===== src/rtl/spi_byte_fifo_ctrl.sv =====
// rtl/spi_byte_fifo_ctrl.sv - Bus-facing TX/RX byte FIFO front end for the SPI host engine
//
// Purpose:
//   CPU writes bytes to TXDATA; they are buffered in a TX FIFO and issued one
//   at a time to the SPI engine through its start/byte/done handshake. Each
//   byte returned by the engine is captured into an RX FIFO that the CPU
//   drains by reading RXDATA. STATUS and CONTROL expose levels, flags,
//   rx_en and pause.
//
// Ports:
//   clk_i, rst_ni          system clock, asynchronous active-low reset
//   device_req_i           single-cycle bus request
//   device_addr_i[31:0]    byte address, [3:2] selects the register
//   device_we_i            1 = write
//   device_be_i[3:0]       byte enables, be[0] gates TXDATA/CONTROL writes
//   device_wdata_i[31:0]   write data
//   device_rvalid_o        response strobe, one cycle after every request
//   device_rdata_o[31:0]   read data, valid with device_rvalid_o
//   spi_start_o            engine start, held high while a byte is in flight
//   spi_tx_byte_o[7:0]     byte presented to the engine
//   spi_rx_byte_i[7:0]     byte received by the engine, valid with spi_done_i
//   spi_done_i             engine byte-complete level
module spi_byte_fifo_ctrl #(
   parameter int TxDepth = 8,
   parameter int RxDepth = 8
) (
   input  logic        clk_i,
   input  logic        rst_ni,
   input  logic        device_req_i,
   input  logic [31:0] device_addr_i,
   input  logic        device_we_i,
   input  logic [3:0]  device_be_i,
   input  logic [31:0] device_wdata_i,
   output logic        device_rvalid_o,
   output logic [31:0] device_rdata_o,
   output logic        spi_start_o,
   output logic [7:0]  spi_tx_byte_o,
   input  logic [7:0]  spi_rx_byte_i,
   input  logic        spi_done_i
);

   localparam int TxAw = $clog2(TxDepth);
   localparam int RxAw = $clog2(RxDepth);

   localparam logic [1:0] RegTxData  = 2'd0;
   localparam logic [1:0] RegRxData  = 2'd1;
   localparam logic [1:0] RegStatus  = 2'd2;
   localparam logic [1:0] RegControl = 2'd3;

   typedef enum logic [1:0] {
      ST_IDLE,
      ST_ACTIVE,
      ST_GAP
   } state_e;

   state_e      state_q, state_d;
   logic        start_q, start_d;
   logic [7:0]  tx_byte_q, tx_byte_d;

   logic        rvalid_q;
   logic [31:0] rdata_q, rdata_d;

   logic        rx_en_q, pause_q;
   logic        tx_ovf_q, rx_ovf_q;
   logic        done_q, done_rise;

   // Bus decode
   logic [1:0]  reg_sel;
   logic        wr_txdata, rd_rxdata, wr_status, wr_control;

   assign reg_sel    = device_addr_i[3:2];
   assign wr_txdata  = device_req_i &  device_we_i & (reg_sel == RegTxData) & device_be_i[0];
   assign rd_rxdata  = device_req_i & ~device_we_i & (reg_sel == RegRxData);
   assign wr_status  = device_req_i &  device_we_i & (reg_sel == RegStatus);
   assign wr_control = device_req_i &  device_we_i & (reg_sel == RegControl) & device_be_i[0];

   // TX FIFO: one extra pointer bit so full and empty are distinguishable
   logic [7:0]    tx_mem [TxDepth];
   logic [TxAw:0] tx_wptr_q, tx_rptr_q, tx_level;
   logic          tx_full, tx_empty, tx_push, tx_pop;
   logic [7:0]    tx_head;

   assign tx_level = tx_wptr_q - tx_rptr_q;
   assign tx_full  = (tx_level == (TxAw + 1)'(TxDepth));
   assign tx_empty = (tx_level == '0);
   assign tx_head  = tx_mem[tx_rptr_q[TxAw-1:0]];

   // RX FIFO
   logic [7:0]    rx_mem [RxDepth];
   logic [RxAw:0] rx_wptr_q, rx_rptr_q, rx_level;
   logic          rx_full, rx_empty, rx_push, rx_pop, rx_push_req;
   logic [7:0]    rx_head;

   assign rx_level = rx_wptr_q - rx_rptr_q;
   assign rx_full  = (rx_level == (RxAw + 1)'(RxDepth));
   assign rx_empty = (rx_level == '0);
   assign rx_head  = rx_mem[rx_rptr_q[RxAw-1:0]];

   // Only the rising edge of done counts; a done level held for several
   // cycles must complete exactly one byte.
   assign done_rise = spi_done_i & ~done_q;

   // The TX head stays in the FIFO while in flight and is popped on completion
   assign tx_pop      = (state_q == ST_ACTIVE) & done_rise & ~tx_empty;
   assign tx_push     = wr_txdata & (~tx_full | tx_pop);

   assign rx_pop      = rd_rxdata & ~rx_empty;
   assign rx_push_req = tx_pop & rx_en_q;
   assign rx_push     = rx_push_req & (~rx_full | rx_pop);

   // Sticky overflow flags: a new set wins over a same-cycle W1C
   logic tx_ovf_set, rx_ovf_set, tx_ovf_clr, rx_ovf_clr;

   assign tx_ovf_set = wr_txdata & ~tx_push;
   assign rx_ovf_set = rx_push_req & ~rx_push;
   assign tx_ovf_clr = wr_status & device_wdata_i[5];
   assign rx_ovf_clr = wr_status & device_wdata_i[6];

   logic [31:0] status_word;

   always_comb begin
      status_word        = '0;
      status_word[0]     = tx_full;
      status_word[1]     = tx_empty;
      status_word[2]     = rx_full;
      status_word[3]     = rx_empty;
      status_word[4]     = (state_q != ST_IDLE);
      status_word[5]     = tx_ovf_q;
      status_word[6]     = rx_ovf_q;
      status_word[15:8]  = 8'(tx_level);
      status_word[23:16] = 8'(rx_level);
   end

   // Read data is captured in the request cycle and returned one cycle later
   always_comb begin
      rdata_d = '0;
      if (device_req_i && !device_we_i) begin
         unique case (reg_sel)
            RegRxData:  rdata_d = rx_empty ? 32'h0 : {24'h0, rx_head};
            RegStatus:  rdata_d = status_word;
            RegControl: rdata_d = {30'h0, pause_q, rx_en_q};
            default:    rdata_d = '0;
         endcase
      end
   end

   // Sequencer next state
   always_comb begin
      state_d   = state_q;
      start_d   = start_q;
      tx_byte_d = tx_byte_q;
      unique case (state_q)
         ST_IDLE: begin
            if (!tx_empty && !pause_q) begin
               tx_byte_d = tx_head;
               start_d   = 1'b1;
               state_d   = ST_ACTIVE;
            end
         end
         ST_ACTIVE: begin
            if (done_rise) begin
               start_d = 1'b0;
               state_d = ST_GAP;
            end
         end
         ST_GAP: begin
            // Wait for done to drop so a lingering level cannot retrigger
            if (!spi_done_i) begin
               state_d = ST_IDLE;
            end
         end
         default: begin
            state_d = ST_IDLE;
            start_d = 1'b0;
         end
      endcase
   end

   always_ff @(posedge clk_i or negedge rst_ni) begin
      if (!rst_ni) begin
         state_q   <= ST_IDLE;
         start_q   <= 1'b0;
         tx_byte_q <= 8'h00;
         rvalid_q  <= 1'b0;
         rdata_q   <= 32'h0;
         tx_wptr_q <= '0;
         tx_rptr_q <= '0;
         rx_wptr_q <= '0;
         rx_rptr_q <= '0;
         tx_ovf_q  <= 1'b0;
         rx_ovf_q  <= 1'b0;
         rx_en_q   <= 1'b1;
         pause_q   <= 1'b0;
         done_q    <= 1'b0;
      end else begin
         state_q   <= state_d;
         start_q   <= start_d;
         tx_byte_q <= tx_byte_d;
         rvalid_q  <= device_req_i;
         rdata_q   <= rdata_d;
         done_q    <= spi_done_i;

         if (tx_push) tx_wptr_q <= tx_wptr_q + 1'b1;
         if (tx_pop)  tx_rptr_q <= tx_rptr_q + 1'b1;
         if (rx_push) rx_wptr_q <= rx_wptr_q + 1'b1;
         if (rx_pop)  rx_rptr_q <= rx_rptr_q + 1'b1;

         tx_ovf_q <= tx_ovf_set | (tx_ovf_q & ~tx_ovf_clr);
         rx_ovf_q <= rx_ovf_set | (rx_ovf_q & ~rx_ovf_clr);

         if (wr_control) begin
            rx_en_q <= device_wdata_i[0];
            pause_q <= device_wdata_i[1];
         end
      end
   end

   // FIFO storage needs no reset; the pointers define what is valid
   always_ff @(posedge clk_i) begin
      if (tx_push) tx_mem[tx_wptr_q[TxAw-1:0]] <= device_wdata_i[7:0];
      if (rx_push) rx_mem[rx_wptr_q[RxAw-1:0]] <= spi_rx_byte_i;
   end

   assign device_rvalid_o = rvalid_q;
   assign device_rdata_o  = rdata_q;
   assign spi_start_o     = start_q;
   assign spi_tx_byte_o   = tx_byte_q;

   logic unused_bits;
   assign unused_bits = ^{device_addr_i[31:4], device_addr_i[1:0],
                          device_be_i[3:1], device_wdata_i[31:8]};

endmodule


===== config.mk =====
export PLATFORM = sky130hd
export DESIGN_NAME = spi_byte_fifo_ctrl
export DESIGN_NICKNAME = d
export VERILOG_FILES = /design/src/rtl/spi_byte_fifo_ctrl.sv
export SDC_FILE = /design/constraint.sdc
export NUM_CORES = 1
export LEC_CHECK = 0
export ABC_AREA = 1
export CORE_MARGIN = 2
export CORE_UTILIZATION = 45
export DETAILED_ROUTE_END_ITERATION = 8
export PLACE_DENSITY = 0.66
export SYNTH_ARGS = -nofsm -noshare
export SYNTH_HDL_FRONTEND = slang
export SYNTH_SLANG_ARGS = --single-unit

===== constraint.sdc =====
create_clock -name clk_i -period 4.5 [get_ports clk_i]
set_clock_uncertainty 0.05 [all_clocks]
set_input_delay 1.35 -clock clk_i [delete_from_list [all_inputs] [get_ports clk_i]]
set_output_delay 1.35 -clock clk_i [all_outputs]
set_load 0.1 [all_outputs]

Word-level counts from Yosys, hierarchy flattened
Memory sizes are Yosys's and may differ from the RTL's. A register that Yosys moved wholly into a read port is not among the register bits.
Cells that the tools add are included.

storage, ports and cells
  register bits after elaboration = 57
  logic and storage cells = 95
  bits in writable memories = 128
  memories kept = 2
  input bits = 81
  output and inout port bits = 42

memory list
  memory  words  bits a word  rd ports  clocked after Yosys merged registers in  write ports  line  RTL
  rx_mem  8      8            1         0                                        1            89    logic [7:0] rx_mem [RxDepth];
  tx_mem  8      8            1         1                                        1            78    logic [7:0] tx_mem [TxDepth];

cells by class
  multiplexer cells = 14
  equal/unequal tests = 10
  $add $sub $neg = 6
  reductions and logical operators = 14
  bitwise gates (word level) = 36

operators by type and width
  kind                                            number
  case mux 20 bit (3 select lines)                1
  AND 1 bit                                       21
  2-to-1 mux 20 bit                               1
  adder 4 x 1 -> 4 bit (second input constant)    4
  NOT 1 bit                                       11
  == test 4 bit (second input constant)           2
  zero test 4 bit                                 2
  2-to-1 mux 8 bit                                1
  subtractor 4 bit                                2
  == test 2 bit (second input constant)           3
  2-to-1 mux 1 bit                                6
  2-to-1 mux 2 bit                                3
  != test 2 bit (second input constant)           3
  case mux 2 bit (3 select lines)                 1
  AND reduction 3 bit                             2
  == test 2 x 1 -> 1 bit (second input constant)  2
  zero test 1 bit                                 4
  zero test 2 bit                                 2
  bitwise OR 1 bit                                4
  case mux 1 bit (3 select lines)                 1
  logical AND 1 bit                               2
  AND reduction 2 bit                             1
  nonzero test 2 bit                              1

Depth between registers and ports, before layout
  depth in word-level cells = 9
  depth in mapped cells = 13
  mapped depth without buffers = 13

Worst setup path after synthesis
Ideal clock, no wire load.

  path type = input-to-reg
  start point = in device_req_i
  end point = mem rx_mem[7][0] (enable)
  path buffers = 0
  arrival = 2.524 ns
  library setup time = 0.383 ns
  slack = 1.543 ns
  cell stages on the path = 6
  data required time = 4.067 ns
  cell sequence = inv_1 nor2_2 nand2_1 nand3_1 inv_2 nor3_1

on the way
  cells in the longest elaborated chain, start to end = 7

RTL lines
  what                                    line  RTL
  from (decl)                             29    input logic device_req_i,
  AND 1 bit (2 in series)                 73    assign rd_rxdata = device_req_i & ~device_we_i & (reg_sel == RegRxData);
  AND 1 bit                               107   assign rx_pop = rd_rxdata & ~rx_empty;
  bitwise OR 1 bit                        109   assign rx_push = rx_push_req & (~rx_full | rx_pop);
  AND 1 bit                               109
  2-to-1 mux 1 bit                        221   if (rx_push) rx_mem[rx_wptr_q[RxAw-1:0]] <= spi_rx_byte_i;
  2-to-1 mux 1 bit (not written as such)  221
  to (decl)                               89

No other way between the ends.

Worst setup path after layout
  start point = reg tx_byte_q[1] (netlist: spi_tx_byte_o[1]), read port of tx_mem
  end point = out spi_tx_byte_o[1]

RTL lines
  what         line  RTL
  from (decl)  58    logic [7:0] tx_byte_q, tx_byte_d;
  to (decl)    37    output logic [7:0] spi_tx_byte_o,

No word-level cell between the ends.

==> flow_metrics.env <==
export IMPL_rsz0062_at_grt="no"
export IMPL_root_buffer="clkbuf_16"
export IMPL_finalHoldViolCount=0
export IMPL_status="completed"
export IMPL_slew_violations=0
export IMPL_grt_first_pass_wirelength_um=25000
export IMPL_area_delta_synth_final_pct=15.9
export IMPL_num_rows=47
export IMPL_ys_async_sr_fraction_pct=27.7
export IMPL_wl_per_cell_um=15.8
export IMPL_cpLargestDelayFamily="buffers and inverters"
export IMPL_synth_seq_cells=177
export IMPL_min_path_type="flop to flop"
export IMPL_fin_crit_sh_pct=74.8
export IMPL_synthesis_area_um2=7730
export IMPL_path_clk_slew_ns=0.06
export IMPL_tritoncts_num_buffers=17
export IMPL_portBuffers=49
export IMPL_grt_remaining_overflow=0
export IMPL_synthFlopType="edfxtp_1"
export IMPL_critical_path_class="flop to output port"
export IMPL_worst_path_buf_inv=1
export IMPL_postRouteAntennaNets=0
export IMPL_place_congestion=0.852
export IMPL_holdBufCountCts=0
export IMPL_period_needed_ns=3.37
export IMPL_core_area_um2=16700
export IMPL_post_route_drc_count=0
export IMPL_critPathSlowestCell="clkdlybuf4s50_1"
export IMPL_die_h_um=135
export IMPL_seq_area_um2=5070
export IMPL_worst_slack_ns=1.13
export IMPL_die_x_um=135
export IMPL_clockBufferDepth=2
export IMPL_startpoint="spi_tx_byte_o[1]$_DFFE_PN0P_"
export IMPL_peakVddDrop_uv=439
export IMPL_dp_slack_ns=0.795
export IMPL_final_area_um2=8970
export IMPL_viasPerCell=5.09
export IMPL_dr_pass1_iters=5
export IMPL_synth_top_cell_by_area="edfxtp_1"
export IMPL_leakagePower_nw=3.53
export IMPL_crit_fanout=2
export IMPL_routed_wirelength_um=15700
export IMPL_place_area_um2=8430
export IMPL_antenna_cells=0
export IMPL_powerDensity_nw_per_um2=626
export IMPL_vias=5053
export IMPL_cp_end_kind="output port"
export IMPL_path_cells="clkdlybuf4s50_1"
export IMPL_yosysWarningCount=0
export IMPL_htree_levels=4
export IMPL_layout_commonest_cell="nand2_1"
export IMPL_nNetsFinal=853
export IMPL_post_cts_setup_buffers=0
export IMPL_crit_arrival_ns=1.97
export IMPL_multi_input_area_um2=2300
export IMPL_setup_viol=0
export IMPL_maxSlewHeadroom_pct=26.4
export IMPL_synth_edf_count=128
export IMPL_drt_iter0_markers=356
export IMPL_hold_path_startpoint="rx_ovf_q$_DFF_PN0_"
export IMPL_clock_sinks=177
export IMPL_cap_violations=0
export IMPL_synth_area_leaders="edfxtp_1 (50%), dfrtp_1 (16%), nand2_1 (7.8%)"
export IMPL_grt_usage_pct=18.1
export IMPL_final_setup_tns_ns=0
export IMPL_required_ns=3.10
export IMPL_grt_antenna_before_repair=0
export IMPL_grt_max_degree=50
export IMPL_worst_pin_slew_ns=1.10
export IMPL_synthCells=700
export IMPL_layout_common_cells="nand2_1 (161), edfxtp_1 (128), nor2_1 (72)"
export IMPL_cts_resized=0
export IMPL_grt_pass1_vias=4914
export IMPL_cpPeakStageDelay_ns=1.15
export IMPL_fillers=1436
export IMPL_timing_fmax_mhz=297
export IMPL_reg2reg_from="tx_rptr_q[2]$_DFFE_PN0P_"
export IMPL_io_pins=123
export IMPL_hpwlAfterDp_um=10200
export IMPL_total_power_mw=5.61
export IMPL_yosysSeqAreaShare_pct=65.6
export IMPL_start_util_pct=46.3
export IMPL_design_die_area_um2=18300
export IMPL_final_layout_size_suffix_gt1_share_pct=12.3
export IMPL_synth_avg_cell_area_um2=11.0
export IMPL_clock_latency_ns=0.42
export IMPL_cts_tree="yes"
export IMPL_critPathLaunchType="flop"
export IMPL_ys_types=37
export IMPL_synth_top_area_share_pct=49.7
power breakdown:
| part | switching, mW | internal (mW) |
|---|---|---|
| combinational | 1.57 | 0.642 |
| clock | 0.620 | 0.715 |
| sequential | 0.166 | 1.90 |
| total | 2.36 | 3.25 |
final timing paths:
check,endpoint,slack (ns),depth (start not counted)
max in group asynchronous,tx_wptr_q[1]$_DFFE_PN0P_,2.63,1
setup / recovery,spi_tx_byte_o[1],1.13,1
min in group asynchronous,spi_tx_byte_o[4]$_DFFE_PN0P_,1.07,1
setup reg to reg,rx_mem[3][0]$_DFFE_PP_,1.35,9
hold reg to reg,rx_ovf_q$_DFF_PN0_,0.46,2
hold / removal,rx_ovf_q$_DFF_PN0_,0.46,2
area by class of cell:
type                    instances  area share (%)
clock buffers                  19            4.83
clock inverters                13            1.14
inverters                      47            1.97
multi-input cells             452            25.7
flip-flops and latches        177            56.5
well taps                     220            3.07
repair buffers                 65            6.75
routing by layer:
layer / track usage, % / routed length, um / vias up
met5: 0 / 0 / -
met4: 5.96 / 193 / 0
met3: 4.35 / 746 / 19
met2: 30.2 / 7830 / 159
met1: 23.5 / 6890 / 2401
li1: - / - / 2474
sequential cells by signal, summed over array words and instances, names as in the netlist:
| register | cells |
|---|---|
| tx_ovf_q | 1 |
| device_rvalid_o | 1 |
| rx_mem | 64 |
| tx_rptr_q | 4 |
| spi_tx_byte_o | 8 |
| rx_rptr_q | 4 |
| spi_start_o | 1 |
| tx_mem | 64 |
| pause_q | 1 |
| rx_en_q | 1 |
| done_q | 1 |
| rx_ovf_q | 1 |
| device_rdata_o | 16 |
| tx_wptr_q | 4 |
| state_q | 2 |
| rx_wptr_q | 4 |
cell families after synthesis:
logic type,synth area share (%)
adders and majority gates,2.14
buffers and inverters,5.37
AOI/OAI and AO/OA,6.81
other,0.0485
and+or+nand+nor,18.9
DFF,65.6
xor gates and xnor gates,1.13
cell usage after synthesis (10+ instances only):
| cell type | instances |
|---|---|
| nor2_1 | 72 |
| edfxtp_1 | 128 |
| buf_4 | 16 |
| buf_2 | 13 |
| inv_2 | 12 |
| nand3_1 | 57 |
| nand2_1 | 161 |
| ha_1 | 10 |
| inv_1 | 35 |
| o22ai_1 | 17 |
| dfrtp_1 | 48 |
| o21ai_0 | 48 |
per-stage QoR:
step | hold slack, ns | utilization [%] | instances
floorplan | 0.403 | - | 715
global placement | 0.409 | 50.5 | 961
detailed placement | 0.447 | 50.5 | 961
CTS | 0.463 | 53.7 | 993
global route | 0.477 | 53.7 | 993
finish | 0.457 | 53.7 | 993
Note: power is estimated with default switching activity, not from simulation.
